## src/rtl/boot_rom_copier.sv

```systemverilog
// Boot ROM shadow copier: reads N words from the boot ROM and writes them
// through a req/gnt memory port, then pulses done_o.
module boot_rom_copier #(
   parameter int ROM_ADDR_WIDTH = 12,
   parameter int DATA_WIDTH     = 32,
   parameter int MEM_ADDR_WIDTH = 32
) (
   input  logic                        clk,
   input  logic                        rst,
   input  logic                        start_i,
   input  logic [ROM_ADDR_WIDTH-2:0]   num_words_i,
   input  logic [MEM_ADDR_WIDTH-1:0]   dst_addr_i,
   output logic                        rom_en_o,
   output logic [ROM_ADDR_WIDTH-1:0]   rom_addr_o,
   input  logic [DATA_WIDTH-1:0]       rom_rdata_i,
   output logic                        mem_req_o,
   output logic [MEM_ADDR_WIDTH-1:0]   mem_addr_o,
   output logic                        mem_we_o,
   output logic [DATA_WIDTH/8-1:0]     mem_be_o,
   output logic [DATA_WIDTH-1:0]       mem_wdata_o,
   input  logic                        mem_gnt_i,
   output logic                        busy_o,
   output logic                        done_o
);

   localparam int WW = ROM_ADDR_WIDTH - 2;
   localparam int NW = ROM_ADDR_WIDTH - 1;
   localparam logic [NW-1:0] DEPTH = {1'b1, {WW{1'b0}}};
   localparam logic [MEM_ADDR_WIDTH-1:0] BPW = MEM_ADDR_WIDTH'(DATA_WIDTH / 8);

   typedef enum logic [2:0] {IDLE, RD, LAT, WR, DONE} state_t;

   state_t                    state_q, state_d;
   logic [WW-1:0]             cnt_q;
   logic [NW-1:0]             rem_q;
   logic [MEM_ADDR_WIDTH-1:0] dptr_q;
   logic [DATA_WIDTH-1:0]     wbuf_q;
   logic [NW-1:0]             rem_start;

   // Clamping to ROM depth keeps the ROM address from ever wrapping.
   assign rem_start = (num_words_i > DEPTH) ? DEPTH : num_words_i;

   always_ff @(posedge clk) begin
      if (rst) begin
         state_q <= IDLE;
         cnt_q   <= '0;
         rem_q   <= '0;
         dptr_q  <= '0;
         wbuf_q  <= '0;
      end else begin
         state_q <= state_d;
         case (state_q)
            IDLE: if (start_i) begin
               cnt_q  <= '0;
               rem_q  <= rem_start;
               dptr_q <= dst_addr_i;
            end
            LAT:  wbuf_q <= rom_rdata_i;
            WR:   if (mem_gnt_i) begin
               cnt_q  <= cnt_q + WW'(1);
               rem_q  <= rem_q - NW'(1);
               dptr_q <= dptr_q + BPW;
            end
            default: ;
         endcase
      end
   end

   always_comb begin
      state_d     = state_q;
      rom_en_o    = 1'b0;
      rom_addr_o  = '0;
      mem_req_o   = 1'b0;
      mem_addr_o  = '0;
      mem_we_o    = 1'b0;
      mem_be_o    = '0;
      mem_wdata_o = '0;
      busy_o      = 1'b0;
      done_o      = 1'b0;
      case (state_q)
         IDLE: if (start_i) state_d = (rem_start == '0) ? DONE : RD;
         RD: begin
            rom_en_o   = 1'b1;
            rom_addr_o = {cnt_q, 2'b00};
            busy_o     = 1'b1;
            state_d    = LAT;
         end
         LAT: begin
            busy_o  = 1'b1;
            state_d = WR;
         end
         WR: begin
            mem_req_o   = 1'b1;
            mem_we_o    = 1'b1;
            mem_be_o    = '1;
            mem_addr_o  = dptr_q;
            mem_wdata_o = wbuf_q;
            busy_o      = 1'b1;
            if (mem_gnt_i) state_d = (rem_q == NW'(1)) ? DONE : RD;
         end
         DONE: begin
            done_o  = 1'b1;
            state_d = IDLE;
         end
         default: state_d = IDLE;
      endcase
   end

endmodule

```

## config.mk

```make
export PLATFORM = sky130hd
export DESIGN_NAME = boot_rom_copier
export DESIGN_NICKNAME = d
export VERILOG_FILES = /design/src/rtl/boot_rom_copier.sv
export SDC_FILE = /design/constraint.sdc
export NUM_CORES = 1
export LEC_CHECK = 0
export ABC_AREA = 1
export BUFFER_PORTS_ARGS = -buffer_cell sky130_fd_sc_hd__buf_2
export CORE_ASPECT_RATIO = 1.25
export CORE_MARGIN = 10
export CORE_UTILIZATION = 50
export CTS_BUF_LIST = sky130_fd_sc_hd__clkbuf_4 sky130_fd_sc_hd__clkbuf_8 sky130_fd_sc_hd__clkbuf_16
export DETAILED_ROUTE_END_ITERATION = 16
export GPL_TIMING_DRIVEN = 1
export PLACE_DENSITY = 0.82
export SYNTH_ARGS = -nofsm -noshare
export SYNTH_HDL_FRONTEND = slang
export SYNTH_SLANG_ARGS = --single-unit
```

## constraint.sdc

```tcl
create_clock -name clk -period 2.3 [get_ports clk]
set_input_delay 0.69 -clock clk [delete_from_list [all_inputs] [get_ports clk]]
set_output_delay 0.69 -clock clk [all_outputs]
set_load 0.02 [all_outputs]
```

==> flow_metrics.py <==
metrics = {
    "global_routing": {
        "antenna_found_initial": 0,
        "grt_pass1_vias": 5437,
        "grt_use_met1": 0.233,
        "grt_use_met2": 0.339,
        "grt_pass1_wl_mm": 25.4,
        "grt.busiest_layer": "met2",
        "grtUsageMet3": 0.0486,
        "grt_max_degree": 67,
        "grt_use_total": 0.199,
        "overflow": 0,
    },
    "status": {
        "status": "finished, final reports clean",
    },
    "pwr": {
        "clock_power_share": 0.252,
        "p_int_w": 0.00380,
        "combPwrFrac": 0.390,
        "power_w": 0.00638,
        "irDropWorstVdd_mv": 0.505,
        "switching_share": 0.404,
        "share_seq_of_total_power": 0.359,
        "netSwitchingPower_w": 0.00257,
        "power.density_nw_per_um2": 958,
        "leakagePower_nw": 3.03,
    },
    "worst_setup_path": {
        "endpoint_kind": "output pin",
        "cp.required_ps": 1610,
        "worst-setup-path-type": "reg -> out",
        "crit_fanout": 35,
        "startpoint_type": "register",
        "arrival_ps": 1550,
    },
    "clock_tree": {
        "numCtsBuffers": 9,
        "clk_pin_slew_ps": 60,
        "cts.sinks": 88,
        "clock_latency_ps": 340,
        "htreeDepth": 3,
        "clock_path_buffers": 2,
        "ctsRootBufferMaster": "clkbuf_16",
        "cts_tree": "done",
    },
    "min_path": {
        "hold_path.class": "reg -> reg",
    },
    "final_layout": {
        "design_area_um2": 6660,
        "diodes": 0,
        "layout-drive-gt1-share": 0.246,
        "layout.nets": 1056,
        "area_growth_pct": 27.4,
    },
    "placement": {
        "dp_slack_ps": 263,
        "place_congestion": 0.886,
        "dp_hpwl_mm": 11.4,
        "portBuffers": 161,
        "place_area_um2": 6090,
    },
    "sta": {
        "hold_viol": 0,
        "timing.slew.headroom": 0.608,
        "slew_viol_final": 0,
        "fmax_ghz": 0.446,
        "rsz0062_at_grt": "false",
        "fin_skew_ps": 7.45,
        "period_share": 0.975,
        "tightest_slew_ps": 587,
        "fin_ws_ps": 57.8,
        "setup_viol": 0,
        "timing.hold.ws_ps": 450,
        "tns_ps": 0,
        "min_period_ps": 2240,
    },
    "logic_synthesis": {
        "synth-seq-cells": 88,
        "avgSynthCellArea_um2": 6.27,
        "synth_edf_count": 0,
        "async_reset_ff_frac": 0,
        "ys_warn_count": 0,
        "synth_cell_type_count": 43,
        "synthFlopType": "dfxtp_1",
        "synth_area_um2": 5230,
        "seq_area_frac_synth": 0.337,
        "syn_inst": 833,
    },
    "routing": {
        "drt-initial-drc-count": 496,
        "num_vias": 5788,
        "detail_route.wl_per_cell_um": 14.5,
        "routed_wirelength_mm": 16.0,
        "drt_pass1_iterations": 5,
        "drc": 0,
        "ant_nets": 0,
        "viasPerCell": 5.23,
    },
    "die": {
        "initial_core_util": 0.514,
        "ioPinCount": 164,
        "dieHeight_um": 134,
        "die-width_um": 111,
        "coreArea_um2": 10200,
        "rows": 41,
        "die_area_um2": 15000,
    },
    "run": {
        "cap_viol_max_count": 0,
    },
}
==> power groups by stage <==
stage	Clock [W]	Sequential, W	Combinational (W)
4_1_cts	0.00163	0.00228	0.00240
3_3_place_gp	0	0.00230	0.00231
5_1_grt	0.00170	0.00234	0.00281
3_5_place_dp	0	0.00231	0.00236
6_report	0.00160	0.00229	0.00248
2_1_floorplan	0	0.00223	0.00194
==> final cells by class <==
cell class	count	area (um^2)
Fill cell	947	3500
Clock buffer	12	260
Clock inverter	3	65.1
Sequential cell	88	1760
Tap cell	129	161
Timing Repair Buffer	179	1150
Multi-Input combinational cell	575	2790
Inverter	120	460
==> cells by family after synthesis <==
logic type / Yosys count / share of synthesized area
AO/OA/AOI/OAI: 179 / 0.183
XOR/XNOR: 5 / 0.00838
adder cells (fa/ha/maj): 4 / 0.00958
buffers and inverters: 171 / 0.140
flip-flops: 88 / 0.337
multiplexers: 1 / 0.00192
other: 1 / 0.000718
AND/OR/NAND/NOR: 384 / 0.319
==> per-stage QoR <==
stage | cells | utilization
after floorplan | 834 | -
after global placement | 1087 | 0.600
after detailed placement | 1087 | 0.600
after CTS | 1105 | 0.643
after global routing | 1106 | 0.655
final | 1106 | 0.655
==> final timing paths <==
check              endpoint        from  cells past startpoint  slack [ps]
min              wbuf_q[18]  wbuf_q[18]                      2         450
max reg2reg      dptr_q[21]  state_q[2]                     12         340
max          mem_addr_o[10]  state_q[1]                      6          60
min reg2reg      wbuf_q[18]  wbuf_q[18]                      2         450
==> cell usage after synthesis, types with 2 or more instances <==
library cell	count	area share
nand2_1	141	0.10
nor2_1	139	0.10
inv_1	114	0.082
dfxtp_1	88	0.34
o21ai_0	78	0.075
a21oi_1	76	0.073
nand3_1	53	0.051
buf_2	19	0.018
clkbuf_1	19	0.014
nor3_1	16	0.015
nand4_1	15	0.018
buf_4	7	0.010
o21ai_1	7	0.0067
a31oi_1	5	0.0060
buf_6	5	0.011
inv_2	5	0.0036
ha_1	4	0.0096
xor2_1	4	0.0067
a211oi_2	3	0.0072
a22oi_1	3	0.0043
nor2_4	3	0.0065
nand2_2	2	0.0024
nand3_2	2	0.0038
nand3b_1	2	0.0029
nor4_1	2	0.0024
o211ai_1	2	0.0029
o22ai_1	2	0.0024
or2_2	2	0.0024
==> timing repair <==
| item | in CTS | in global routing |
|---|---|---|
| resized for setup | 31 | 37 |
| endpoints found under the setup margin | 70 | 66 |
| hold buffers | 0 | 0 |
| buffers inserted | 2 | 0 |
| cloned | 1 | 1 |
| pin swaps | 1 | 1 |
==> worst max-delay path, stage by stage (launching register included) <==
cell	delay, ps
dfxtp_1	390
inv_2	90
nor2_8	160
inv_8	70
buf_12	170
nor2_1	140
buf_4	170
==> metal layers <==
metal	routed length (um)	vias up
met1	6680	2595
li1	-	2930
met4	425	0
met3	1060	33
met5	0	-
met2	7830	230
==> sequential cells by signal (all words and copies together) (netlist names) <==
name     cells
rem_q       11
dptr_q      32
state_q      3
wbuf_q      32
cnt_q       10
==> placed cells by master, fill, tap and decap left out, types with 2 or more instances in the layout <==
master     synthesis  routed
o21ai_1            7       7
xor2_1             4       4
buf_16             0       2
o211ai_1           2       2
bufinv_16          0       2
a31oi_1            5       5
ha_1               4       4
nor2_1           139     118
nand3_1           53      52
inv_2              5       5
nor4_1             2       2
nand4_1           15      15
or2_2              2       2
buf_12             0       4
a22oi_1            3       3
inv_1            114     113
nor2_4             3       3
conb_1             1       2
nand2_2            2       2
a211oi_2           3       3
buf_4              7      51
nand3b_1           2       2
nand2_1          141     141
a21oi_1           76      76
clkbuf_16          0      10
clkbuf_8           0       2
o22ai_1            2       2
nand3_2            2       3
buf_2             19     120
nor2_2             1      22
o21ai_0           78      78
nor3_1            16      16
dfxtp_1           88      88
No activity file was read; power rests on OpenSTA's default activity.
